===== config.mk =====
export PLATFORM = sky130hd
export DESIGN_NAME = fifo_axis_reader
export DESIGN_NICKNAME = d
export VERILOG_FILES = /design/src/rtl/serdes_pkg.sv /design/src/rtl/fifo_axis_skid.sv /design/src/rtl/fifo_axis_reader.sv
export SDC_FILE = /design/constraint.sdc
export NUM_CORES = 1
export LEC_CHECK = 0
export BUFFER_PORTS_ARGS = -buffer_cell sky130_fd_sc_hd__clkbuf_2
export CAP_MARGIN = 10
export CORE_MARGIN = 10
export CORE_UTILIZATION = 50
export CTS_BUF_LIST = sky130_fd_sc_hd__clkbuf_8 sky130_fd_sc_hd__clkbuf_16
export DETAILED_ROUTE_END_ITERATION = 8
export HOLD_SLACK_MARGIN = 0.02
export MAX_ROUTING_LAYER = met4
export PLACE_DENSITY = 0.76
export SLEW_MARGIN = 25
export SYNTH_ARGS = -nofsm -noshare
export SYNTH_HDL_FRONTEND = slang
export SYNTH_SLANG_ARGS = --single-unit

===== constraint.sdc =====
create_clock -name clk -period 2.24 [get_ports clk]
set_clock_uncertainty 0.05 [all_clocks]
set_input_delay 0.112 -clock clk [delete_from_list [all_inputs] [get_ports clk]]
set_output_delay 0.112 -clock clk [all_outputs]
set_load 0.005 [all_outputs]

===== src/rtl/serdes_pkg.sv =====
// Shared types and constants for the SERDES egress path.
package serdes_pkg;

    typedef enum logic [1:0] {
        OCC_EMPTY = 2'd0,
        OCC_ONE   = 2'd1,
        OCC_TWO   = 2'd2
    } occ_e;

    localparam int SKID_DEPTH = 2;

endpackage : serdes_pkg


===== src/rtl/fifo_axis_skid.sv =====
// Two-entry head/skid buffer feeding the AXI-Stream master side of fifo_axis_reader.
// state     | meaning
// OCC_EMPTY | no word held, tvalid low
// OCC_ONE   | head holds the presented word
// OCC_TWO   | head presented, skid holds the next word
module fifo_axis_skid
    import serdes_pkg::*;
#(
    parameter int DWIDTH = 16
) (
    input  logic              clk,
    input  logic              rst,
    input  logic              capture,
    input  logic [DWIDTH-1:0] din,
    input  logic              pop,
    output logic [DWIDTH-1:0] tdata,
    output logic              tvalid,
    output occ_e              occ
);

    occ_e              occ_next;
    logic [DWIDTH-1:0] head_q;
    logic [DWIDTH-1:0] skid_q;
    logic              tvalid_q;
    logic              load_head;
    logic              head_from_skid;
    logic              load_skid;

    always_ff @(posedge clk) begin
        if (rst) occ <= OCC_EMPTY;
        else     occ <= occ_next;
    end

    always_comb begin
        occ_next = occ;
        case (occ)
            OCC_EMPTY: if (capture) occ_next = OCC_ONE;
            OCC_ONE: begin
                if (capture && !pop)      occ_next = OCC_TWO;
                else if (!capture && pop) occ_next = OCC_EMPTY;
            end
            OCC_TWO:   if (pop && !capture) occ_next = OCC_ONE;
            default:   occ_next = OCC_EMPTY;
        endcase
    end

    // A popping head with a full skid refills from the skid, so order is kept.
    always_comb begin
        load_head      = 1'b0;
        head_from_skid = 1'b0;
        load_skid      = 1'b0;
        case (occ)
            OCC_EMPTY: load_head = capture;
            OCC_ONE: begin
                load_head = capture && pop;
                load_skid = capture && !pop;
            end
            OCC_TWO: begin
                load_head      = pop;
                head_from_skid = pop;
                load_skid      = capture;
            end
            default: ;
        endcase
    end

    always_ff @(posedge clk) begin
        if (rst) begin
            head_q   <= '0;
            skid_q   <= '0;
            tvalid_q <= 1'b0;
        end else begin
            if (load_head) head_q <= head_from_skid ? skid_q : din;
            if (load_skid) skid_q <= din;
            tvalid_q <= (occ_next != OCC_EMPTY);
        end
    end

    assign tdata  = head_q;
    assign tvalid = tvalid_q;

    no_capture_when_full: assert property (@(posedge clk) disable iff (rst)
        !(occ == OCC_TWO && capture));

endmodule : fifo_axis_skid


===== src/rtl/fifo_axis_reader.sv =====
// Drains a sync FIFO with 1-cycle read latency and presents it as an AXI-Stream master.
// Optional tlast generation every PKT_LEN beats when FIFO_AXIS_READER_PKT_EN is defined.
module fifo_axis_reader
    import serdes_pkg::*;
#(
    parameter int DWIDTH  = 16,
    parameter int PKT_LEN = 8
) (
    input  logic              clk,
    input  logic              rst,
    input  logic              fifo_empty,
    output logic              fifo_rd_en,
    input  logic [DWIDTH-1:0] fifo_dout,
    output logic [DWIDTH-1:0] m_axis_tdata,
    output logic              m_axis_tvalid,
    input  logic              m_axis_tready,
    output logic              m_axis_tlast
);

    if (PKT_LEN < 1) begin : g_pkt_len_check
        $error("PKT_LEN must be at least 1");
    end

    logic       pop;
    logic       inflight_q;
    logic [2:0] credit_used;
    occ_e       occ;

    assign pop = m_axis_tvalid & m_axis_tready;

    // Slots committed after this edge; occ >= pop whenever pop is high, so no underflow.
    assign credit_used = {1'b0, occ} + {2'b00, inflight_q} - {2'b00, pop};
    assign fifo_rd_en  = !fifo_empty && (credit_used < 3'(SKID_DEPTH));

    always_ff @(posedge clk) begin
        if (rst) inflight_q <= 1'b0;
        else     inflight_q <= fifo_rd_en;
    end

    fifo_axis_skid #(
        .DWIDTH(DWIDTH)
    ) u_skid (
        .clk     (clk),
        .rst     (rst),
        .capture (inflight_q),
        .din     (fifo_dout),
        .pop     (pop),
        .tdata   (m_axis_tdata),
        .tvalid  (m_axis_tvalid),
        .occ     (occ)
    );

`ifdef FIFO_AXIS_READER_PKT_EN
    localparam int CW = $clog2(PKT_LEN + 1);
    localparam logic [CW-1:0] LAST_BEAT = CW'(PKT_LEN - 1);

    logic [CW-1:0] beat_cnt;

    always_ff @(posedge clk) begin
        if (rst) begin
            beat_cnt <= '0;
        end else if (pop) begin
            if (beat_cnt == LAST_BEAT) beat_cnt <= '0;
            else                       beat_cnt <= beat_cnt + 1'b1;
        end
    end

    assign m_axis_tlast = (beat_cnt == LAST_BEAT) && m_axis_tvalid;
`else
    assign m_axis_tlast = 1'b0;
`endif

endmodule : fifo_axis_reader

==> results.yml <==
setup_path:
  arrival_ps: 1910
  slowest_stage: "fa_1"
  crit_path_end_kind: "output pin"
  critPathMaxFanout: 7
  required_ps: 2080
  timing.critical_path.buf_inv: 1
  critPathKind: "register to output pin"
  cp_cell_sequence: "nand2_4, xnor2_1, nand2_1, fa_1, xor2_1, nor3b_2, clkbuf_2"
  cp_slowest_stage_delay_ps: 420
  setup.worst_path.start_class: "register"
  cp_top_family: "adder cells"
detailed_routing:
  wl_per_cell_um: 14.2
  vias: 1301
  ant_nets: 0
  drtIter0Drc: 78
  avgViaCountPerCell: 5.18
  drcViolationCount: 0
  dr.pass1.iters: 4
  drt_wl_total_um: 3570
power:
  p_leak_nw: 1.08
  ir_drop_mv: 0.479
  power-per-cell-area_mw_per_mm2: 711
cells_and_area:
  layout_common_cells: "clkbuf_2, dfxtp_1, mux2i_1, nor2_1, a211oi_2"
  layout_commonest_cell: "clkbuf_2"
  finalNetCount: 229
  finish.utilization_pct: 61.8
  drive_above_1_share_pct: 36.1
  syn2layout_area_growth_pct: 20.0
  diodes: 0
place:
  finalWeightedCongestion: 0.881
  dp_hpwl_um: 2680
  port_buffers: 37
sta:
  fin_crit_sh_pct: 92.5
  grt_setup_unrepaired: "no"
  tns_ps: 0
  setup_viol: 0
  fmax_mhz: 483
  slew_violations: 0
  fin_crit_ps: 2070
  final_hold_viol_count: 0
  worstMarginPinSlew_ps: 857
  maxSlewHeadroom_pct: 42.9
synth:
  synth-seq-cells: 36
  yosysSeqAreaShare_pct: 41.9
  yosysWarningCount: 0
  synth.avg_cell_area_um2: 10.5
  netlist_area_mm2: 0.00172
  syn_inst: 164
  synth_edf_count: 0
  yosysUniqueCellTypes: 31
  syn_nets: 189
  synthFlopType: "dfxtp_1"
  synth-async-reset-ratio_pct: 0
global_route:
  grt_pass1_wl_um: 6210
  grt_max_degree: 37
  grt-ovfl-total: 0
  grt_pass1_vias: 1395
  antenna_found_initial: 0
  track_usage_pct: 12.4
clock_network:
  clock_latency_ps: 280
  cts.sinks: 36
  cts_buffer_depth: 2
  cts_setup_buffers: 0
  numCtsBuffers: 5
  htreeDepth: 2
  clkTransAtPathRegs_ps: 70
  root_buffer: "clkbuf_8"
  cts_tree: "built"
die:
  rows: 21
  dieArea_mm2: 0.00618
  ios: 39
  die_h_um: 78.6
  initial_core_util_pct: 51.5
  fp.coreArea_mm2: 0.00334
  die_w_um: 78.6
run_status:
  status: "finished clean"
worst_hold_path:
  hold_path_class: "input port to register"
job:
  cap_violations: 0
## worst min-delay path: stages
cell	delay, ps
clkbuf_2	90
mux2i_1	60
nor2_1	70
## Yosys cell counts, drive strengths merged, types with 2 or more instances
cell / n / area share [%]
o211ai: 2 / 1.2
ha: 4 / 2.9
o21ai: 4 / 1.2
nor3: 2 / 0.58
nand3: 2 / 0.87
a211oi: 17 / 11
inv: 5 / 1.1
mux2i: 33 / 19
dfxtp: 36 / 42
nand2: 4 / 1.2
clkbuf: 4 / 0.87
nor2b: 2 / 0.73
buf: 6 / 3.1
nor2: 34 / 8.0
## sequential cells by signal, summed over array words and instances, names as in the netlist
signal / cells
u_skid.tdata: 16
u_skid.occ: 2
inflight_q: 1
u_skid.skid_q: 16
u_skid.tvalid: 1
## area by class of cell
class                   instances  area [µm²]
well taps                      46        57.6
flip-flops and latches         36         723
clock inverters                 3        38.8
fillers                       297        1270
inverters                       5        18.8
clock buffers                   5        68.8
repair buffers                 43         235
multi-input cells             113         921
## repair_timing
item / 4_1_cts / 5_1_grt
resized for setup: 1 / 3
hold endpoints to repair: 2 / 0
hold buffers: 2 / 0
setup endpoints to repair: 1 / 1
## stage by stage
step	cell area [µm²]	instances	hold slack (ps)	power, W	setup WS (ps)
final	2060	251	31.0	0.00147	169
after global routing	2060	251	60.6	0.00154	9.86
after CTS	2060	251	27.2	0.00148	40.0
after detailed placement	1920	241	320	0.000934	209
after global placement	1920	241	312	0.000922	371
after floorplan	1720	164	206	0.000861	355
## where the power goes
group / internal [W] / total (W) / switching (W)
Clock: 0.000325 / 0.000542 / 0.000217
Combinational: 0.000101 / 0.000223 / 0.000122
Sequential: 0.000673 / 0.000702 / 0.0000283
Total: 0.00110 / 0.00147 / 0.000367
## worst paths after layout
check	startpoint	endpoint	slack, ps	depth (start not counted)
hold / removal	fifo_dout[9]	u_skid.skid_q[9]	30	3
setup / recovery	u_skid.tvalid	fifo_rd_en	170	7
setup reg to reg	u_skid.occ[1]	u_skid.tdata[9]	200	6
hold reg to reg	u_skid.skid_q[6]	u_skid.skid_q[6]	450	2
## layer usage
metal | wire, µm | vias up | global-route usage, %
met5 | 0 | - | -
met4 | 91 | 0 | 6.45
met3 | 129 | 10 | 2.85
met2 | 1840 | 28 | 21.7
met1 | 1500 | 611 | 12.8
li1 | - | 652 | -
## cells by family (layout without fill, tap and decap cells)
kind of cell,Yosys count,in the layout,synth area share (%)
AND/OR/NAND/NOR,45,45,11.8
flip-flops,36,36,41.9
multiplexers,33,33,19.2
AO/OA/AOI/OAI,27,27,16.7
buffers and inverters,15,56,5.09
adder cells (fa/ha/maj),5,5,4.08
XOR/XNOR,2,2,1.02
other,1,1,0.218
Power figures use the tool's default switching activity.
